**src/rtl/wb_arb_pkg.sv**
```systemverilog
// Shared types and defaults for the Wishbone round-robin arbiter.
// WB_ARB_TIMEOUT_EN adds the watchdog TMO state to the FSM encoding.
package wb_arb_pkg;

`ifdef WB_ARB_TIMEOUT_EN
  typedef enum logic [1:0] {ST_IDLE = 2'd0, ST_OWNED = 2'd1, ST_TMO = 2'd2} arb_state_e;
`else
  typedef enum logic [1:0] {ST_IDLE = 2'd0, ST_OWNED = 2'd1} arb_state_e;
`endif

  localparam int DEF_NUM_MASTERS    = 4;
  localparam int DEF_TIMEOUT_CYCLES = 256;

  function automatic int idx_width(input int n);
    return (n > 1) ? $clog2(n) : 1;
  endfunction

endpackage

```
**src/rtl/wb_rr_picker.sv**
```systemverilog
// Combinational round-robin selector: first requester after last_owner,
// wrapping from NUM_MASTERS-1 back to 0.
module wb_rr_picker
  import wb_arb_pkg::*;
#(
  parameter int NUM_MASTERS = DEF_NUM_MASTERS
) (
  input  logic [NUM_MASTERS-1:0]            req,
  input  logic [idx_width(NUM_MASTERS)-1:0] last_owner,
  output logic [NUM_MASTERS-1:0]            gnt,
  output logic [idx_width(NUM_MASTERS)-1:0] idx,
  output logic                              valid
);

  localparam int IW = idx_width(NUM_MASTERS);

  logic          hi_found, lo_found;
  logic [IW-1:0] hi_idx, lo_idx;

  // Descending scan leaves the lowest index in each half; the half above
  // last_owner outranks the wrapped half.
  always_comb begin
    hi_found = 1'b0;
    lo_found = 1'b0;
    hi_idx   = '0;
    lo_idx   = '0;
    for (int j = NUM_MASTERS - 1; j >= 0; j--) begin
      if (req[j]) begin
        if (j > int'(last_owner)) begin
          hi_found = 1'b1;
          hi_idx   = IW'(j);
        end else begin
          lo_found = 1'b1;
          lo_idx   = IW'(j);
        end
      end
    end
    valid = hi_found | lo_found;
    idx   = hi_found ? hi_idx : lo_idx;
    gnt   = valid ? (NUM_MASTERS'(1) << idx) : '0;
  end

endmodule

```
**src/rtl/wb_arbiter.sv**
```systemverilog
// Round-robin Wishbone arbiter sharing one slave among NUM_MASTERS masters.
// WB_ARB_TIMEOUT_EN enables the stalled-slave watchdog (TMO state).
//   state | meaning
//   IDLE  | no owner, slave outputs and terminations held at 0
//   OWNED | one master routed to the slave until it drops cyc and lock
//   TMO   | one-cycle watchdog error to the owner, stb suppressed
module wb_arbiter
  import wb_arb_pkg::*;
#(
  parameter int NUM_MASTERS    = DEF_NUM_MASTERS,
  parameter int TIMEOUT_CYCLES = DEF_TIMEOUT_CYCLES
) (
  input  logic                      clk,
  input  logic                      RST_I,
  input  logic [NUM_MASTERS-1:0]    m_cyc_i,
  input  logic [NUM_MASTERS-1:0]    m_stb_i,
  input  logic [NUM_MASTERS-1:0]    m_we_i,
  input  logic [NUM_MASTERS-1:0]    m_lock_i,
  input  logic [NUM_MASTERS*64-1:0] m_adr_i,
  input  logic [NUM_MASTERS*64-1:0] m_dat_i,
  input  logic [NUM_MASTERS*8-1:0]  m_sel_i,
  output logic [NUM_MASTERS-1:0]    m_ack_o,
  output logic [NUM_MASTERS-1:0]    m_err_o,
  output logic [NUM_MASTERS-1:0]    m_rty_o,
  output logic [63:0]               m_dat_o,
  output logic                      s_cyc_o,
  output logic                      s_stb_o,
  output logic                      s_we_o,
  output logic                      s_lock_o,
  output logic [63:0]               s_adr_o,
  output logic [63:0]               s_dat_o,
  output logic [7:0]                s_sel_o,
  input  logic [63:0]               s_dat_i,
  input  logic                      s_ack_i,
  input  logic                      s_err_i,
  input  logic                      s_rty_i,
  output logic [NUM_MASTERS-1:0]    gnt_o
);

  localparam int IW = idx_width(NUM_MASTERS);

  arb_state_e             state_q, state_d;
  logic [NUM_MASTERS-1:0] gnt_q, gnt_d;
  logic [IW-1:0]          owner_q, owner_d, last_q, last_d;
  logic [NUM_MASTERS-1:0] pick_gnt;
  logic [IW-1:0]          pick_idx;
  logic                   pick_valid;
  logic                   own_cyc, own_stb, own_we, own_lock;
  logic [63:0]            own_adr, own_dat;
  logic [7:0]             own_sel;

`ifdef WB_ARB_TIMEOUT_EN
  localparam int CW = idx_width(TIMEOUT_CYCLES);
  logic [CW-1:0] cnt_q, cnt_d;
  logic          stall;
`endif

  wb_rr_picker #(.NUM_MASTERS(NUM_MASTERS)) u_picker (
    .req        (m_cyc_i),
    .last_owner (last_q),
    .gnt        (pick_gnt),
    .idx        (pick_idx),
    .valid      (pick_valid)
  );

  always_comb begin
    own_cyc  = 1'b0;
    own_stb  = 1'b0;
    own_we   = 1'b0;
    own_lock = 1'b0;
    own_adr  = '0;
    own_dat  = '0;
    own_sel  = '0;
    for (int k = 0; k < NUM_MASTERS; k++) begin
      if (owner_q == IW'(k)) begin
        own_cyc  = m_cyc_i[k];
        own_stb  = m_stb_i[k];
        own_we   = m_we_i[k];
        own_lock = m_lock_i[k];
        own_adr  = m_adr_i[64*k +: 64];
        own_dat  = m_dat_i[64*k +: 64];
        own_sel  = m_sel_i[8*k +: 8];
      end
    end
  end

`ifdef WB_ARB_TIMEOUT_EN
  assign stall = (state_q == ST_OWNED) && own_stb && !(s_ack_i || s_err_i || s_rty_i);
`endif

  always_comb begin
    state_d = state_q;
    gnt_d   = gnt_q;
    owner_d = owner_q;
    last_d  = last_q;
`ifdef WB_ARB_TIMEOUT_EN
    cnt_d   = cnt_q;
`endif
    case (state_q)
      ST_IDLE: begin
        if (pick_valid) begin
          state_d = ST_OWNED;
          gnt_d   = pick_gnt;
          owner_d = pick_idx;
        end
      end
      ST_OWNED: begin
        if (!own_cyc && !own_lock) begin
          state_d = ST_IDLE;
          gnt_d   = '0;
          last_d  = owner_q;
`ifdef WB_ARB_TIMEOUT_EN
          cnt_d   = '0;
`endif
        end
`ifdef WB_ARB_TIMEOUT_EN
        else if (stall) begin
          if (cnt_q == CW'(TIMEOUT_CYCLES - 1)) begin
            state_d = ST_TMO;
            cnt_d   = '0;
          end else begin
            cnt_d = cnt_q + CW'(1);
          end
        end else begin
          cnt_d = '0;
        end
`endif
      end
`ifdef WB_ARB_TIMEOUT_EN
      ST_TMO:  state_d = ST_OWNED;
`endif
      default: state_d = ST_IDLE;
    endcase
  end

  always_ff @(posedge clk) begin
    if (RST_I) begin
      state_q <= ST_IDLE;
      gnt_q   <= '0;
      owner_q <= '0;
      last_q  <= IW'(NUM_MASTERS - 1);
`ifdef WB_ARB_TIMEOUT_EN
      cnt_q   <= '0;
`endif
    end else begin
      state_q <= state_d;
      gnt_q   <= gnt_d;
      owner_q <= owner_d;
      last_q  <= last_d;
`ifdef WB_ARB_TIMEOUT_EN
      cnt_q   <= cnt_d;
`endif
    end
  end

  always_comb begin
    s_cyc_o  = 1'b0;
    s_stb_o  = 1'b0;
    s_we_o   = 1'b0;
    s_lock_o = 1'b0;
    s_adr_o  = '0;
    s_dat_o  = '0;
    s_sel_o  = '0;
    m_ack_o  = '0;
    m_err_o  = '0;
    m_rty_o  = '0;
    if (state_q != ST_IDLE) begin
      s_cyc_o  = own_cyc;
      s_stb_o  = own_stb;
      s_we_o   = own_we;
      s_lock_o = own_lock;
      s_adr_o  = own_adr;
      s_dat_o  = own_dat;
      s_sel_o  = own_sel;
      m_ack_o  = gnt_q & {NUM_MASTERS{s_ack_i}};
      m_err_o  = gnt_q & {NUM_MASTERS{s_err_i}};
      m_rty_o  = gnt_q & {NUM_MASTERS{s_rty_i}};
`ifdef WB_ARB_TIMEOUT_EN
      if (state_q == ST_TMO) begin
        s_stb_o = 1'b0;
        m_ack_o = '0;
        m_rty_o = '0;
        m_err_o = gnt_q;
      end
`endif
    end
  end

  assign m_dat_o = s_dat_i;
  assign gnt_o   = gnt_q;

endmodule

```
**config.mk**
```make
export PLATFORM = sky130hd
export DESIGN_NAME = wb_arbiter
export DESIGN_NICKNAME = d
export VERILOG_FILES = /design/src/rtl/wb_arb_pkg.sv /design/src/rtl/wb_rr_picker.sv /design/src/rtl/wb_arbiter.sv
export SDC_FILE = /design/constraint.sdc
export NUM_CORES = 1
export LEC_CHECK = 0
export BUFFER_PORTS_ARGS = -buffer_cell sky130_fd_sc_hd__buf_4
export CORE_AREA = 4 4 332 334
export DETAILED_ROUTE_END_ITERATION = 10
export DIE_AREA = 0 0 336 338
export SYNTH_ARGS = -nofsm -noshare
export SYNTH_HDL_FRONTEND = slang
export SYNTH_SLANG_ARGS = --single-unit
```
**constraint.sdc**
```tcl
create_clock -name clk -period 2.2 [get_ports clk]
set_input_delay 0.44 -clock clk [delete_from_list [all_inputs] [get_ports clk]]
set_output_delay 0.44 -clock clk [all_outputs]
set_load 0.05 [all_outputs]
```
Word level (Yosys, flattened, before mapping)

Index checks and enable logic that the tools add are counted.

Divide/modulo/power cells: 0
$mul: 0
$add $sub $neg: 0
$lt $le $gt $ge: 3
Reductions and logical operators: 11
Shifts and indexed selects: 1
Muxes and demuxes: 71
Equality and inequality tests: 6
Bitwise operators: 4

Operators with widths:

| cell                                                                   | count |
|---|---|
| 64-bit 2-to-1 mux                                                      | 10 |
| 8-bit 2-to-1 mux                                                       | 5 |
| 1-bit 2-to-1 mux                                                       | 33 |
| 2-bit 2-to-1 mux                                                       | 16 |
| 4-bit 2-to-1 mux                                                       | 5 |
| 4-bit AND                                                              | 3 |
| 4-bit case mux with 2 select lines                                     | 1 |
| 2-bit AND reduction                                                    | 3 |
| 2-bit by 1-bit equality test with 1-bit output (second input constant) | 2 |
| 2-bit equality test (second input constant)                            | 2 |
| 2-bit > comparator (first input constant)                              | 2 |
| 2-bit logical NOT                                                      | 2 |
| 2-bit inequality test (second input constant)                          | 2 |
| 2-bit case mux with 2 select lines                                     | 1 |
| 2-bit nonzero test                                                     | 2 |
| 1-bit by 2-bit left shift with 4-bit output (first input constant)     | 1 |
| 3-bit AND reduction                                                    | 1 |
| 1-bit by 2-bit > comparator with 1-bit output (first input constant)   | 1 |
| 1-bit logical NOT                                                      | 2 |
| 1-bit logical AND                                                      | 1 |
| 1-bit bitwise OR                                                       | 1 |

Output and inout port bits: 220
Bits in latches: 0
Memory bits (read-only): 0
Word-level logic and storage cells: 100
Input bits: 629
Memories kept: 0
RAM bits: 0
Bits in registers: 10

Depth between registers and ports, before layout

Gate-level depths: netlist of run 1.

Depth after elaboration: 12
Gate-level depth with buffers: 5
Gate-level depth less buffers: 4

By module

Synthesis of run 1 repeated with hierarchy kept, for this count alone.

Cell total of the unflattened synthesis: 473
Area total of the unflattened synthesis: 5368.9 um2

By module, submodules not included:

| module       | sequential area each (um2) | cells each | instances | area an instance (um2) |
|---|---|---|---|---|
| wb_arbiter   | 180.2                      | 442        | 1         | 5176.2 |
| wb_rr_picker | 0.0                        | 31         | 1         | 192.7 |

Least setup slack after synthesis of run 1

OpenSTA, ideal clock, no wires.

Kind: register -> output
Start point: reg owner_q[0]
End point: out s_adr_o[0]
Data arrival time: 1705 ps
Stages on the path, launching flop included: 6
Required time: 1760 ps
Path slack: 55 ps
Buffers on the path: 3
Path through: dfxtp_1 -> buf_6 -> buf_2 -> buf_2 -> mux4_2 -> and2_1

Word-level cells in the longest chain between the ends: 6
Elaborated cells between the ends (all ways): 9
Classes of those cells: eq/ne: 3; mux: 5; reduce/logical: 1

RTL lines:

| what                            | RTL line          | text |
|---|---|---|
| from (decl)                     | wb_arbiter.sv:44  | `logic [IW-1:0] owner_q, owner_d, last_q, last_d;` |
| from (signal assigned)          | wb_arbiter.sv:148 | `owner_q <= owner_d;` |
| 2-bit logical NOT               | wb_arbiter.sv:75  | `if (owner_q == IW'(k)) begin` |
| 64-bit 2-to-1 mux (3 in series) | wb_arbiter.sv:75  |  |
| 64-bit 2-to-1 mux *             | wb_arbiter.sv:75  |  |
| 64-bit 2-to-1 mux *             | wb_arbiter.sv:167 | `if (state_q != ST_IDLE) begin` |
| to (decl)                       | wb_arbiter.sv:30  | `output logic [63:0] s_adr_o,` |

Mark *: on every way between the ends. The rest lies on a longest branch, timed or not.

Worst setup path after layout of run 1

Start point: reg owner_q[0]
End point: out s_adr_o[40]

Same word-level chain as after synthesis.

==> metrics.md, run 1 <==
| Metric | Value |
|---|---|
| DRC | 0 |
| CTS Sinks | 9 |
| Gr usage total | 0.115 |
| Max Clk Rate | 409 MHz |
| Post-CTS Hold Buffers | 0 |
| Tcrit/Tclk final | 1.11 |
| Worst endpoint required time | 1.76 ns |
| Post-layout min period | 2.45 ns |
| Drt via density | 2.91 |
| Total Nets Final | 1761 |
| Root buffer selected by CTS | clkbuf_16 |
| Cell count after synthesis | 458 |
| Vias in the first global route | 8113 |
| Worst setup margin | -0.247 ns |
| Peak VDD IR | 0.000283 V |
| Die X | 336 um |
| Slew @ Worst Pin | 0.508 ns |
| Clock Tree Buf Depth | 2 |
| Initial antenna violation count | 45 |
| HP Class | input pin to flop |
| Drt wl/cell | 27.4 um |
| Max-slew violation count | 0 |
| FP Rows | 120 |
| Global Route met3 Usage | 0.0577 |
| Normalized max-slew margin | 0.662 |
| CP Capture Type | primary output |
| Starting DRC count in detailed routing | 506 |
| P_leak | 5.82 nW |
| Buffers added on ports | 720 |
| Netlist Area Pre-Place | 5240 sq um |
| Clk_lat worst skew | 0.24 ns |
| Die area | 114000 sq um |
| DP Wirelength | 63.9 mm |
| Setup TNS Final | -19.32 ns |
| MaxCap Viol Count | 0 |
| #FFs+latches synth | 9 |
| CP Data Arrival Time | 2.01 ns |
| Initial Util | 0.0491 |
| Drt pass-1 iters | 5 |
| Global-route wire length before repair | 84.1 mm |
| Post-synthesis sequential area ratio | 0.0344 |
| Met1 Use GR | 0.137 |
| Outcome | finished with violations |
| Largest net degree at the start of global routing | 68 |
| Placed cells | 2507 |
| Clock Skews | 0.000568 ns |
| Netlist cell types | 31 |
| Syn_area_per_cell | 11.4 sq um |
| Reg clk slew, reported paths | 0.04 ns |
| DRT antenna net count | 0 |
| Commonest non-fill, non-tap cell in the layout | buf_4 |
| CORE AREA | 107000 sq um |
| RSZ-0062 raised after global routing | true |
| Critical Path Fanout Max | 10 |
| Final hold vios | 0 |
| Die Ht | 338 um |
| Post-Route WL | 70.1 mm |
| GRT busiest layer | met2 |
| Synth warn | 0 |
| Multi-input logic area | 4600 sq um |
| Non-filler cells, final | 2554 |
| Share of cells above drive strength 1 | 0.913 |
| IO Pins | 849 |
| Final setup violation count | 136 |
| M2 GR Usage | 0.188 |
| CTS tree | yes |
| Area Growth Syn to Fin | 163% |
| GP Congestion | 0.874 |
| CTS Buf Count | 3 |
| FF+latch area | 191 sq um |
| Synthesized Nets | 1087 |
| CP Launch Type | flop |
| Commonest non-fill, non-tap cells in the layout | buf_4, mux4_2, and2_4 |
| Crit Path Category | flop to primary output |
| GRT overflow | 0 |
| DR vias | 7427 |
| H-tree levels | 1 |
| Filler cell count | 12200 |
| Power Density | 398 nW/um^2 |
| Failing checks | setup timing |
[flip-flops by register name, indices dropped and copies added, names as in the netlist]
name / cells
gnt_o: 4
last_q: 2
owner_q: 2
state_q: 1
[final timing paths]
path                            startpoint     endpoint  slack, ns  cells after the start
worst max-delay path            owner_q[0]  s_adr_o[40]      -0.25                      5
worst min-delay path                 RST_I   state_q[0]       0.44                      2
worst max register to register  owner_q[0]     gnt_o[0]       0.05                      8
worst min register to register    gnt_o[1]     gnt_o[1]       0.50                      2
[critical path: stages (launching register included)]
cell,delay [ns]
dfxtp_4,0.38
buf_12,0.17
buf_6,0.15
mux4_2,0.64
and2_4,0.21
buf_4,0.18
[synthesized netlist by cell type]
master    instances  area share
and2_1          140        0.17
a21oi_1           3      0.0029
nor3_1            1     0.00095
nand2b_1          1      0.0012
and3_1           12       0.014
inv_1             5      0.0036
buf_4            64       0.092
mux4_2          140        0.60
nand2_1           8      0.0057
o32a_1            1      0.0019
o22ai_1           2      0.0024
o32ai_1           1      0.0017
a41o_1            2      0.0038
a211o_1           1      0.0017
o211ai_1          2      0.0029
a211oi_1          1      0.0014
buf_6             1      0.0021
nor2b_1           1      0.0012
nand3_1           2      0.0019
a311oi_1          1      0.0017
buf_2            17       0.016
mux2i_1           1      0.0019
nor4b_1           2      0.0033
a31oi_1           1      0.0012
clkbuf_1         28       0.020
a21o_1            1      0.0014
buf_1             4      0.0029
o21ai_0           1     0.00095
nor2_1            4      0.0029
nor3b_4           1      0.0036
dfxtp_1           9       0.034
[repair_timing]
| action | 4_1_cts | 5_1_grt |
|---|---|---|
| gates cloned | 5 | 3 |
| pin swaps | 2 | 14 |
| gates resized for setup | 188 | 148 |
| buffers inserted | 15 | 1 |
| endpoints found under the setup margin | 130 | 145 |
[logic make-up after synthesis]
| logic type | after synthesis | synth area share |
|---|---|---|
| and+or+nand+nor | 172 | 0.202 |
| muxes | 141 | 0.603 |
| buffers and inverters | 119 | 0.136 |
| AOI/OAI and AO/OA | 17 | 0.0239 |
| DFF | 9 | 0.0344 |
[power breakdown]
group / internal (W) / switching (W)
clock network: 0.000240 / 0.0000868
logic: 0.00243 / 0.00253
registers: 0.000178 / 0.0000282
total: 0.00285 / 0.00264
[metal layers]
layer	part of all wire	routed length, um
met5	0.0031	220
met1	0.40	27900
met4	0.017	1220
met3	0.12	8670
met2	0.46	32100
[cell type report]
class                      instances  share of cell area
clock buffer                       3             0.00544
multi-input combinational        330               0.334
clock inverter                     1            0.000363
inverter                           5             0.00136
tap                             1403               0.127
timing repair buffer             783               0.514
sequential                         9              0.0139
antenna                           20             0.00363
[stage by stage]
stage	cell area (sq um)	power, W	setup WS [ns]	utilization	hold WS [ns]
5_1_grt	13800	0.00574	-0.297	0.129	0.448
3_3_place_gp	12200	0.00452	-0.236	0.114	0.490
3_5_place_dp	12200	0.00452	-0.245	0.114	0.483
4_1_cts	13200	0.00531	-0.295	0.123	0.437
6_report	13800	0.00549	-0.247	0.129	0.440
2_1_floorplan	5240	0.00263	0.0549	-	0.520
No activity file was read; power rests on OpenSTA's default activity.
==> run 2: changes to the inputs <==
--- a/config.mk
+++ b/config.mk
@@ -9,6 +9,7 @@
 export CORE_AREA = 4 4 332 334
 export DETAILED_ROUTE_END_ITERATION = 10
 export DIE_AREA = 0 0 336 338
+export PLACE_DENSITY_LB_ADDON = 0.1
 export SYNTH_ARGS = -nofsm -noshare
 export SYNTH_HDL_FRONTEND = slang
 export SYNTH_SLANG_ARGS = --single-unit
==> metrics.md, run 2 (synthesis gave the netlist of run 1 again) <==
| Metric | Value |
|---|---|
| Outcome | finished with violations |
| Failing checks | setup timing |
| M2 GR Usage | 0.166 |
| Clock Tree Buf Depth | 2 |
| Filler cell count | 12300 |
| Crit Path Category | flop to primary output |
| HP Class | input pin to flop |
| Die X | 336 um |
| Peak VDD IR | 0.000233 V |
| Drt wl/cell | 20.4 um |
| Die area | 114000 sq um |
| CP Data Arrival Time | 1.93 ns |
| Gr usage total | 0.0842 |
| Post-CTS Hold Buffers | 0 |
| Share of cells above drive strength 1 | 0.945 |
| Slowest CP cell | mux4_2 |
| Post-layout min period | 2.37 ns |
| DRC | 0 |
| P_leak | 5.91 nW |
| Reg clk slew, reported paths | 0.04 ns |
| H-tree levels | 1 |
| Met1 Use GR | 0.0858 |
| DRT antenna net count | 0 |
| Max Clk Rate | 422 MHz |
| Starting DRC count in detailed routing | 166 |
| Final hold slack | 0.431 ns |
| Critical-path cell list | buf_12 > buf_12 > buf_8 > buf_6 > mux4_2 > and2_4 > buf_6 |
| Total Nets Final | 1764 |
| Vias in the first global route | 8192 |
| Largest register FFs | 4 |
| RSZ-0062 raised after global routing | true |
| IO Pins | 849 |
| Critical Path Fanout Max | 6 |
| Commonest non-fill, non-tap cells in the layout | buf_4, mux4_2, and2_4 |
| Global-route wire length before repair | 66.9 mm |
| GP Congestion | 0.731 |
| Sw Share | 0.440 |
| Normalized max-slew margin | 0.670 |
| GRT overflow | 0 |
| Root buffer selected by CTS | clkbuf_16 |
| Slew @ Worst Pin | 0.494 ns |
| Clk pwr share | 0.063 |
| Buffers added on ports | 720 |
| CTS tree | yes |
| Psw | 0.00227 W |
| Global Route met3 Usage | 0.0321 |
| Final Util | 0.130 |
| DR vias | 7049 |
| Commonest non-fill, non-tap cell in the layout | buf_4 |
| Largest net degree at the start of global routing | 49 |
| Drt pass-1 iters | 7 |
| Post-Route WL | 51.9 mm |
| Worst endpoint required time | 1.76 ns |
| Area Growth Syn to Fin | 165% |
| Initial antenna violation count | 8 |
| CTS Sinks | 9 |
| Clk_lat worst skew | 0.24 ns |
| CP Launch Type | flop |
| Drt via density | 2.77 |
| Initial Util | 0.0491 |
| Tcrit/Tclk final | 1.08 |
| Final setup violation count | 137 |
| DP Wirelength | 44.8 mm |
| Power Density | 371 nW/um^2 |
| GRT busiest layer | met2 |
| Final hold vios | 0 |
| Cell Int Power | 0.00289 W |
| CORE AREA | 107000 sq um |
| MaxCap Viol Count | 0 |
| CTS Buf Count | 3 |
| Power share of the combinational group | 0.893 |
| Sequential cell fraction of total power | 0.044 |
| Clock Skews | 0.00771 ns |
| Crit path largest cell delay | 0.49 ns |
| Max-slew violation count | 0 |
| Worst setup margin | -0.169 ns |
| FP Rows | 120 |
| CP Capture Type | primary output |
| Die Ht | 338 um |
[run 2: cell count changes in the layout (fill, tap and decap cells not counted)]
cell       before  now
and2_1         38    2
and2_4        102  138
buf_6          93  119
buf_4         619  595
buf_12         49   26
buf_8          14   36
diode_2        20    6
buf_16          5    8
clkbuf_16       6    5
[run 2: layer usage]
metal	up-vias	routed length (um)
met4	6	659
met5	-	41
met2	411	28500
li1	3101	-
met3	34	5040
met1	3497	17600
[run 2: layout make-up]
type                            instances  area (sq um)  share of cell area
Timing Repair Buffer                  786          7140               0.514
Clock inverter                          1          5.00            0.000360
Multi-Input combinational cell        330          4690               0.338
Tap cell                             1403          1760               0.126
Clock buffer                            3          75.1             0.00540
Antenna cell                            6          15.0             0.00108
Sequential cell                         9           191              0.0138
Inverter                                5          18.8             0.00135
[run 2: worst paths after layout]
path	startpoint	end	cells past startpoint	slack, ns
min	RST_I	owner_q[0]	2	0.43
max	owner_q[0]	s_dat_o[56]	7	-0.17
max reg2reg	owner_q[0]	gnt_o[2]	9	-0.03
min reg2reg	last_q[0]	last_q[0]	2	0.59
[run 2: power groups by stage]
stage | combinational (W) | clock (W) | sequential (W)
floorplan | 0.00242 | 0 | 0.000209
finish | 0.00460 | 0.000325 | 0.000229
detailed placement | 0.00389 | 0 | 0.000246
CTS | 0.00454 | 0.000333 | 0.000238
global placement | 0.00389 | 0 | 0.000246
global route | 0.00487 | 0.000347 | 0.000234
[run 2: per-stage QoR]
step                setup WS, ns  cells  setup TNS (ns)  power [W]  cell area (sq um)
global placement          -0.136   2504          -0.761    0.00414              12200
CTS                       -0.244   2537          -24.23    0.00511              13500
finish                    -0.169   2543          -14.51    0.00516              13900
global route              -0.245   2538          -23.38    0.00545              13900
floorplan                 0.0549    458               0    0.00263               5240
detailed placement        -0.137   2504           -1.05    0.00414              12200
[run 2: worst max-delay path, delay by kind of cell (launching register included)]
family        cells  cell delay, ns
buf+inv           5            0.64
mux               1            0.49
flops             1            0.36
simple gates      1            0.17
[run 2: what timing repair did]
action,CTS,global route
pin swaps,2,13
gates cloned,6,2
setup endpoints to repair,140,147
buffers inserted,24,3
gates resized for setup,255,109
==> run 3: changes to the inputs <==
--- a/config.mk
+++ b/config.mk
@@ -13,3 +13,4 @@
 export SYNTH_ARGS = -nofsm -noshare
 export SYNTH_HDL_FRONTEND = slang
 export SYNTH_SLANG_ARGS = --single-unit
+export TNS_END_PERCENT = 50
==> metrics.md, run 3 (synthesis gave the netlist of run 1 again) <==
| Metric | Value |
|---|---|
| Outcome | finished with violations |
| Die X | 336 um |
| Reg2reg end | gnt_o[2] |
| Cell Int Power | 0.00286 W |
| Sequential cell fraction of total power | 0.046 |
| CTS tree | yes |
| H-tree levels | 1 |
| Commonest non-fill, non-tap cells in the layout | buf_4, mux4_2, and2_4 |
| Sw Share | 0.441 |
| Post-Route WL | 52.0 mm |
| Peak VDD IR | 0.000234 V |
| CTS Sinks | 9 |
| Worst endpoint required time | 1.76 ns |
| Vias in the first global route | 8160 |
| Critical Path Fanout Max | 6 |
| DRC | 0 |
| DRT antenna net count | 0 |
| DR vias | 7023 |
| Clk pwr share | 0.064 |
| Largest register FFs | 4 |
| CP Capture Type | primary output |
| Worst setup margin | -0.210 ns |
| Psw | 0.00226 W |
| Final setup violation count | 130 |
| Post-layout min period | 2.41 ns |
| RSZ-0062 raised after global routing | true |
| Share of cells above drive strength 1 | 0.943 |
| Drt pass-1 iters | 7 |
| R2r setup slk | 0.11 ns |
| Gr usage total | 0.0834 |
| Power Density | 370 nW/um^2 |
| CP Capture Point | s_dat_o[56] |
| Buffers added on ports | 720 |
| Die area | 114000 sq um |
| Area Growth Syn to Fin | 164% |
| CORE AREA | 107000 sq um |
| Max-slew violation count | 0 |
| Worst setup path start | owner_q[0] |
| Crit Path Category | flop to primary output |
| Drt wl/cell | 20.5 um |
| Clock Tree Buf Depth | 2 |
| Met3 wire length | 4.92 mm |
| Place WS | -0.137 ns |
| P_leak | 5.88 nW |
| Setup TNS Final | -15.51 ns |
| Clock Skews | 0.00819 ns |
| Initial Util | 0.0491 |
| FP Rows | 120 |
| Normalized max-slew margin | 0.639 |
| WL met2 | 28.7 mm |
| Die Ht | 338 um |
| Starting DRC count in detailed routing | 151 |
| Max Clk Rate | 415 MHz |
| Reg2Reg Depth | 8 |
| GP Congestion | 0.731 |
| DP Wirelength | 44.8 mm |
| Largest net degree at the start of global routing | 49 |
| Global-route wire length before repair | 66.3 mm |
| Commonest non-fill, non-tap cell in the layout | buf_4 |
| Drt via density | 2.76 |
| Initial antenna violation count | 8 |
| CP Data Arrival Time | 1.97 ns |
| Slew @ Worst Pin | 0.541 ns |
| IO Pins | 849 |
| Final hold vios | 0 |
| Power share of the combinational group | 0.890 |
| GRT overflow | 0 |
| HP Class | input pin to flop |
| CTS Buf Count | 3 |
| Total Nets Final | 1762 |
| M1 WL | 17.7 mm |
| Clk_lat worst skew | 0.24 ns |
| Top sig layer | met5 |
| Root buffer selected by CTS | clkbuf_16 |
| Failing checks | setup timing |
| CP Launch Type | flop |
| Tcrit/Tclk final | 1.10 |
| R2r startpoint | owner_q[0] |
| MaxCap Viol Count | 0 |
| Reg clk slew, reported paths | 0.05 ns |
-- run 3: changes by cell type in the layout (fill, tap and decap cells not counted) --
| cell | previous run | this run |
|---|---|---|
| buf_6 | 119 | 124 |
| and2_4 | 138 | 135 |
| buf_4 | 595 | 596 |
| buf_12 | 26 | 24 |
| clkbuf_16 | 5 | 7 |
| and2_1 | 2 | 5 |
| buf_8 | 36 | 28 |
-- run 3: cell type report --
type | instances | area [sq um]
well taps | 1403 | 1760
diodes | 6 | 15.0
inverters | 5 | 18.8
clock buffers | 3 | 75.1
clock inverters | 1 | 5.00
multi-input cells | 330 | 4690
fillers | 12300 | 93100
repair buffers | 784 | 7090
flip-flops and latches | 9 | 191
-- run 3: what timing repair did --
| action | in CTS | in global routing |
|---|---|---|
| resized for setup | 166 | 181 |
| hold buffers | 0 | 0 |
| setup endpoints to repair | 140 | 142 |
| gates cloned | 4 | 4 |
| pin swaps | 1 | 13 |
| buffers inserted | 19 | 4 |
-- run 3: worst min-delay path by stage --
| stage | cells after the start | slack (ns) | from | end |
|---|---|---|---|---|
| 2_1_floorplan | 2 | 0.52 | last_q[0] | last_q[0] |
| 5_1_grt | 2 | 0.44 | RST_I | owner_q[0] |
| 4_1_cts | 2 | 0.42 | RST_I | owner_q[0] |
| 6_report | 2 | 0.42 | RST_I | owner_q[0] |
| 3_5_place_dp | 2 | 0.58 | last_q[0] | last_q[0] |
| 3_3_place_gp | 2 | 0.58 | last_q[0] | last_q[0] |
-- run 3: critical path: stages (launching register included) --
cell	delay, ns
dfxtp_4	0.39
buf_12	0.14
buf_12	0.15
buf_8	0.11
buf_6	0.11
mux4_2	0.49
and2_4	0.17
buf_6	0.15
-- run 3: layer usage --
metal,track usage,up-vias
met5,0,-
met4,0.0109,6
met3,0.0319,34
met2,0.165,418
met1,0.0843,3466
li1,-,3099
-- run 3: power groups by stage --
stage,logic [W],registers (W),clock network (W)
final,0.00456,0.000236,0.000326
after global routing,0.00483,0.000244,0.000347
after CTS,0.00434,0.000239,0.000333
after detailed placement,0.00389,0.000246,0
after global placement,0.00389,0.000246,0
after floorplan,0.00242,0.000209,0
-- run 3: through the flow --
| stage | instances | hold slack, ns | total power [W] | util | area [sq um] |
|---|---|---|---|---|---|
| floorplan | 458 | 0.520 | 0.00263 | - | 5240 |
| global placement | 2504 | 0.580 | 0.00414 | 0.114 | 12200 |
| detailed placement | 2504 | 0.580 | 0.00414 | 0.114 | 12200 |
| CTS | 2530 | 0.425 | 0.00491 | 0.123 | 13200 |
| global route | 2536 | 0.437 | 0.00542 | 0.129 | 13800 |
| finish | 2541 | 0.424 | 0.00513 | 0.129 | 13800 |
